$ cat config.mk
export PLATFORM = sky130hd
export DESIGN_NAME = inference_sequencer
export DESIGN_NICKNAME = d
export VERILOG_FILES = /design/src/rtl/inference_sequencer.sv
export SDC_FILE = /design/constraint.sdc
export NUM_CORES = 2
export LEC_CHECK = 0
export CORE_MARGIN = 2
export CORE_UTILIZATION = 25
export DETAILED_ROUTE_END_ITERATION = 16
export PLACE_DENSITY = 0.47
export SLEW_MARGIN = 5
export SYNTH_ARGS = -nofsm -noshare
export SYNTH_HDL_FRONTEND = slang
export SYNTH_SLANG_ARGS = --single-unit
$ cat constraint.sdc
create_clock -name clk -period 3 [get_ports clk]
set_input_delay 0.45 -clock clk [delete_from_list [all_inputs] [get_ports clk]]
set_output_delay 0.45 -clock clk [all_outputs]
set_load 0.005 [all_outputs]
$ cat src/rtl/inference_sequencer.sv
// -----------------------------------------------------------------------------
// inference_sequencer
//   Sequences one classification pass of the spiking network. A pixel frame is
//   loaded over a valid/ready stream. The network is then held in reset for
//   RST_CYCLES and released for RUN_CYCLES while rising edges on neuron_out are
//   counted. The count and the fire decision are offered on a valid/ready
//   result port.
//
// Ports
//   clk         system clock
//   rst         synchronous reset, active-high
//   in_valid    pixel beat valid
//   in_ready    pixel beat accepted when in_valid & in_ready (high in LOAD only)
//   in_data     CHUNK pixel bits; bit j lands in pixels[beat*CHUNK + j]
//   pixels      frame register driving the network pixel inputs
//   net_rst     reset to the network; low only while the run window is open
//   neuron_out  network output spike line
//   busy        high while the network is being reset or run
//   res_valid   result available
//   res_ready   result consumed when res_valid & res_ready
//   res_count   spikes counted in the run window (saturating)
//   res_fire    res_count >= THRESH
// -----------------------------------------------------------------------------
module inference_sequencer #(
  parameter int HEIGHT     = 784,
  parameter int CHUNK      = 8,
  parameter int RST_CYCLES = 4,
  parameter int RUN_CYCLES = 1024,
  parameter int CNT_WIDTH  = 11,
  parameter int THRESH     = 64
) (
  input  logic                 clk,
  input  logic                 rst,
  input  logic                 in_valid,
  output logic                 in_ready,
  input  logic [CHUNK-1:0]     in_data,
  output logic [HEIGHT-1:0]    pixels,
  output logic                 net_rst,
  input  logic                 neuron_out,
  output logic                 busy,
  output logic                 res_valid,
  input  logic                 res_ready,
  output logic [CNT_WIDTH-1:0] res_count,
  output logic                 res_fire
);

  localparam int BEATS     = HEIGHT / CHUNK;
  localparam int BEAT_W    = (BEATS > 1) ? $clog2(BEATS) : 1;
  localparam int PHASE_MAX = (RST_CYCLES > RUN_CYCLES) ? RST_CYCLES : RUN_CYCLES;
  localparam int PH_W      = (PHASE_MAX > 1) ? $clog2(PHASE_MAX) : 1;

  localparam logic [BEAT_W-1:0]    LAST_BEAT = BEAT_W'(BEATS - 1);
  localparam logic [PH_W-1:0]      RST_LAST  = PH_W'(RST_CYCLES - 1);
  localparam logic [PH_W-1:0]      RUN_LAST  = PH_W'(RUN_CYCLES - 1);
  localparam logic [CNT_WIDTH-1:0] CNT_MAX   = {CNT_WIDTH{1'b1}};
  localparam logic [31:0]          THRESH_U  = 32'(THRESH);

  localparam logic [1:0] ST_LOAD = 2'd0;
  localparam logic [1:0] ST_NRST = 2'd1;
  localparam logic [1:0] ST_RUN  = 2'd2;
  localparam logic [1:0] ST_DONE = 2'd3;

  logic [1:0]           state_r;
  logic [1:0]           next_state_s;
  logic [BEAT_W-1:0]    beat_r;
  logic [PH_W-1:0]      phase_r;
  logic                 prev_r;
  logic [HEIGHT-1:0]    pixels_r;
  logic [CNT_WIDTH-1:0] count_r;
  logic [CNT_WIDTH-1:0] count_next_s;
  logic                 fire_r;
  logic                 in_ready_r;
  logic                 net_rst_r;
  logic                 busy_r;
  logic                 res_valid_r;
  logic                 beat_accept_s;

  assign beat_accept_s = in_valid & in_ready_r;

  assign in_ready  = in_ready_r;
  assign pixels    = pixels_r;
  assign net_rst   = net_rst_r;
  assign busy      = busy_r;
  assign res_valid = res_valid_r;
  assign res_count = count_r;
  assign res_fire  = fire_r;

  // Next-state decode for the LOAD -> NRST -> RUN -> DONE cycle.
  always_comb begin
    next_state_s = state_r;
    case (state_r)
      ST_LOAD: begin
        if (beat_accept_s && (beat_r == LAST_BEAT)) next_state_s = ST_NRST;
        else                                        next_state_s = ST_LOAD;
      end
      ST_NRST: begin
        if (phase_r == RST_LAST) next_state_s = ST_RUN;
        else                     next_state_s = ST_NRST;
      end
      ST_RUN: begin
        if (phase_r == RUN_LAST) next_state_s = ST_DONE;
        else                     next_state_s = ST_RUN;
      end
      ST_DONE: begin
        if (res_ready) next_state_s = ST_LOAD;
        else           next_state_s = ST_DONE;
      end
      default: next_state_s = ST_LOAD;
    endcase
  end

  // Spike count: cleared on frame completion, rising edges counted in RUN, saturating.
  always_comb begin
    count_next_s = count_r;
    if ((state_r == ST_LOAD) && (next_state_s == ST_NRST)) begin
      count_next_s = {CNT_WIDTH{1'b0}};
    end else if ((state_r == ST_RUN) && neuron_out && !prev_r && (count_r != CNT_MAX)) begin
      count_next_s = count_r + CNT_WIDTH'(1);
    end else begin
      count_next_s = count_r;
    end
  end

  // State register and the cycle counter shared by the NRST and RUN windows.
  always_ff @(posedge clk) begin
    if (rst) begin
      state_r <= ST_LOAD;
      phase_r <= {PH_W{1'b0}};
    end else begin
      state_r <= next_state_s;
      if (((state_r == ST_NRST) || (state_r == ST_RUN)) && (next_state_s == state_r)) begin
        phase_r <= phase_r + PH_W'(1);
      end else begin
        phase_r <= {PH_W{1'b0}};
      end
    end
  end

  // Frame loading: each accepted beat fills the next CHUNK-wide slice of the frame.
  always_ff @(posedge clk) begin
    if (rst) begin
      beat_r   <= {BEAT_W{1'b0}};
      pixels_r <= {HEIGHT{1'b0}};
    end else if (beat_accept_s) begin
      for (int b = 0; b < BEATS; b++) begin
        if (beat_r == BEAT_W'(b)) pixels_r[b*CHUNK +: CHUNK] <= in_data;
      end
      if (beat_r == LAST_BEAT) beat_r <= {BEAT_W{1'b0}};
      else                     beat_r <= beat_r + BEAT_W'(1);
    end
  end

  // Spike edge history and registered count/fire result.
  always_ff @(posedge clk) begin
    if (rst) begin
      prev_r  <= 1'b0;
      count_r <= {CNT_WIDTH{1'b0}};
      fire_r  <= 1'b0;
    end else begin
      // Outside RUN the history is held at 0 so a high line on the first RUN cycle counts.
      prev_r  <= (state_r == ST_RUN) ? neuron_out : 1'b0;
      count_r <= count_next_s;
      fire_r  <= (32'(count_next_s) >= THRESH_U);
    end
  end

  // Handshake and network control flags, registered from the next state.
  always_ff @(posedge clk) begin
    if (rst) begin
      in_ready_r  <= 1'b1;
      net_rst_r   <= 1'b1;
      busy_r      <= 1'b0;
      res_valid_r <= 1'b0;
    end else begin
      in_ready_r  <= (next_state_s == ST_LOAD);
      net_rst_r   <= (next_state_s != ST_RUN);
      busy_r      <= (next_state_s == ST_NRST) || (next_state_s == ST_RUN);
      res_valid_r <= (next_state_s == ST_DONE);
    end
  end

endmodule
==> impl_metrics.json <==
{
  "crit_path_cell_trace": "ha_1 > or3b_2 > o31ai_1 > a32o_2 > inv_2 > ha_1 > nand2_1 > nand2_1 > a311oi_1",
  "synth_edf_count": 0,
  "io_buffers": 812,
  "cts-htree-levels": 3,
  "via_per_inst": 4.78,
  "postCtsSetupRepairBufs": 0,
  "fmaxAchievable_mhz": 387,
  "grt.total_usage_pct": 21.7,
  "dp_slack_ps": 148,
  "ys_types": 50,
  "finalSetupViolCount": 0,
  "area_growth_pct": 45.5,
  "maxSlewHeadroom_pct": 32.4,
  "slowest_stage": "or3b_2",
  "drive_gt1_share_pct": 7.80,
  "synth_area_per_cell_um2": 8.02,
  "grt-ovfl-total": 0,
  "power.density_nw_per_um2": 540,
  "cap_violations": 0,
  "synthCells": 3761,
  "status": "completed",
  "grt_use_met1_pct": 28.0,
  "die_h_um": 351,
  "cts_sinks": 820,
  "reg2reg_from": "phase_r[0]",
  "grt_pass1_vias": 27900,
  "critPathRequiredTime_ps": 3600,
  "start_util_pct": 25.2,
  "syn-num-nets": 3789,
  "cts_resized": 0,
  "worst-r2r-cell-count": 9,
  "ys_seq_elements": 820,
  "grt_max_degree": 136,
  "slew_violations": 0,
  "vias": 29500,
  "dieArea_um2": 123000,
  "num_rows": 127,
  "seq_area_um2": 16400,
  "dp_hpwl_mm": 92.5,
  "grt_busiest_layer": "met2",
  "finalSetupTns_ps": 0,
  "crit_start": "phase_r[0]",
  "drt-initial-drc-count": 2262,
  "first_pass_iters": 6,
  "ios": 813,
  "cts_tree": "done",
  "total_power_mw": 23.7,
  "core_area_um2": 120000,
  "drcViolationCount": 0,
  "grt_pass1_wl_mm": 200,
  "fin_ws_ps": 414,
  "cts_buffer_depth": 3,
  "gp_congestion": 0.796,
  "whs_ps": 210,
  "instances_no_fill": 6178,
  "skew_ps": 32.5,
  "irDropWorstVdd_mv": 0.458,
  "period_needed_ps": 2590,
  "finalCritPeriodShare_pct": 86.2,
  "routed_wl_mm": 141,
  "critical_path.endpoint": "res_count[9]",
  "post_drt_wl_per_cell_um": 22.9,
  "ant_nets": 0,
  "rsz0062_at_grt": "no",
  "die_w_um": 351,
  "startpoint_type": "flip-flop",
  "synth_area_um2": 30200,
  "endpoint_kind": "flip-flop",
  "synthArstFlopShare_pct": 0,
  "reg2reg_to": "res_count[9]",
  "max_stage_delay_ps": 510,
  "cp_max_fo": 12,
  "antenna_found_initial": 3,
  "worstPathArrival_ps": 3190,
  "yosysWarnings": 0,
  "path_class": "reg2reg",
  "clockRootBuffer": "clkbuf_16",
  "r2r_setup_slack_ps": 410,
  "synth-main-ff-cell": "dfxtp_1",
  "finalHoldViolCount": 0,
  "nets": 4513,
  "worstHoldPathType": "in2reg",
  "clock_latency_ps": 700,
  "numCtsBuffers": 96,
  "p_leak_nw": 14.4,
  "dp_cells": 5998,
  "multi_input_area_um2": 12500,
  "synth-seq-area-share_pct": 54.4,
  "fillers": 12400,
  "met2_usage_pct": 35.0,
  "clk_pin_slew_ps": 60,
  "grtUsageMet3_pct": 6.50,
  "worstMarginPinSlew_ps": 1010
}
[registers in the layout, indices dropped and copies added, names as in the netlist]
register	cells
phase_r	10
res_count	11
busy	1
res_fire	1
res_valid	1
prev_r	1
beat_r	7
state_r	2
net_rst	1
pixels	784
in_ready	1
[logic make-up after synthesis]
kind of cell / count (synthesis) / synth area share [%]
AO/OA/AOI/OAI: 1304 / 21.8
AND/OR/NAND/NOR: 1190 / 16.0
flip-flops: 820 / 54.4
buffers and inverters: 353 / 4.53
multiplexers: 58 / 1.93
XOR/XNOR: 21 / 0.672
adder cells (fa/ha/maj): 15 / 0.622
[synth_stat cells, types with 2 or more instances]
library cell,number,area share (%)
a21oi_1,732,12
a41oi_1,3,0.087
and2_1,4,0.083
and3_1,10,0.21
and3b_1,2,0.058
and4_1,4,0.12
buf_1,13,0.16
buf_2,13,0.22
buf_6,2,0.075
clkbuf_1,316,3.9
dfxtp_1,820,54
ha_1,15,0.62
inv_1,7,0.087
mux2i_1,57,1.9
nand2_1,857,11
nand2b_1,2,0.041
nand3_1,100,1.7
nand3b_1,3,0.075
nand4_1,9,0.19
nor2_1,155,1.9
nor2_2,3,0.062
nor2b_1,6,0.12
nor3_1,16,0.27
nor3b_1,3,0.075
o21ai_0,561,9.3
or2_2,2,0.041
or3_1,2,0.041
or3b_2,4,0.12
xnor2_1,3,0.087
xor2_1,17,0.49
[routing by layer]
layer | vias up | wire, µm | part of all wire [%]
li1 | 14100 | - | -
met1 | 14300 | 61200 | 43
met2 | 921 | 65400 | 46
met3 | 163 | 11100 | 7.9
met4 | 0 | 3430 | 2.4
met5 | - | 0 | 0
[layout by cell type, fill, tap and decap left out, types with 3 or more instances in the layout]
cell type / n
nor3_1: 15
nand2_4: 4
and3_1: 10
nand2_1: 847
nor2_2: 3
nor2_1: 155
clkdlybuf4s50_1: 803
clkinv_16: 3
nand3b_1: 3
a21oi_1: 732
nand2_2: 6
xor2_1: 17
inv_1: 7
clkbuf_8: 22
buf_12: 31
dfxtp_1: 820
clkinv_2: 12
nand4_1: 9
and2_1: 4
nand3_1: 96
mux2i_1: 57
clkbuf_1: 28
clkbuf_16: 97
bufinv_16: 5
and4_1: 4
clkinvlp_4: 3
xnor2_1: 3
o21ai_0: 561
nor2b_1: 6
buf_4: 135
nand3_4: 3
a41oi_1: 3
ha_1: 15
or3b_2: 3
[power by group]
group	total (mW)	switching [mW]	internal (mW)	leakage, nW
Combinational	0.743	0.591	0.152	6.20
Sequential	10.9	0.0108	10.9	6.60
Clock	12.0	5.04	6.99	1.58
Total	23.7	5.64	18.0	14.4
[worst max-delay path, delay by kind of cell (launching register included)]
kind | cells | cell delay (ps)
flops | 1 | 370
buf+inv | 1 | 90
compound gates | 3 | 770
simple gates | 3 | 830
fa+ha+maj | 2 | 430
[what timing repair did]
item                                    4_1_cts  5_1_grt
hold endpoints to repair                      1        0
hold buffers                                  1        0
endpoints found under the setup margin        0        0
[how the worst min path moves through the flow]
| stage | slack [ps] | endpoint | cells past startpoint | start |
|---|---|---|---|---|
| floorplan | 440 | phase_r[0] | 1 | phase_r[0] |
| global placement | 440 | pixels[536] | 2 | pixels[536] |
| detailed placement | 450 | pixels[669] | 2 | pixels[669] |
| CTS | 150 | pixels[655] | 2 | rst |
| global route | 190 | pixels[779] | 2 | rst |
| finish | 210 | pixels[273] | 2 | rst |
[cell type report]
class / instances / area share (%)
Timing Repair Buffer: 971 / 22.1
Sequential cell: 820 / 37.4
Inverter: 8 / 0.0684
Clock inverter: 30 / 0.921
Multi-Input combinational cell: 2588 / 28.5
Tap cell: 1612 / 4.59
Antenna cell: 2 / 0.0114
Clock buffer: 147 / 6.46
[metrics by stage]
step                      area [µm²]  util [%]
after detailed placement       40600      33.9
after global routing           43900      36.6
after CTS                      43900      36.6
after floorplan                30200         -
after global placement         40600      33.9
final                          43900      36.6
Note: power is estimated with default switching activity, not from simulation.
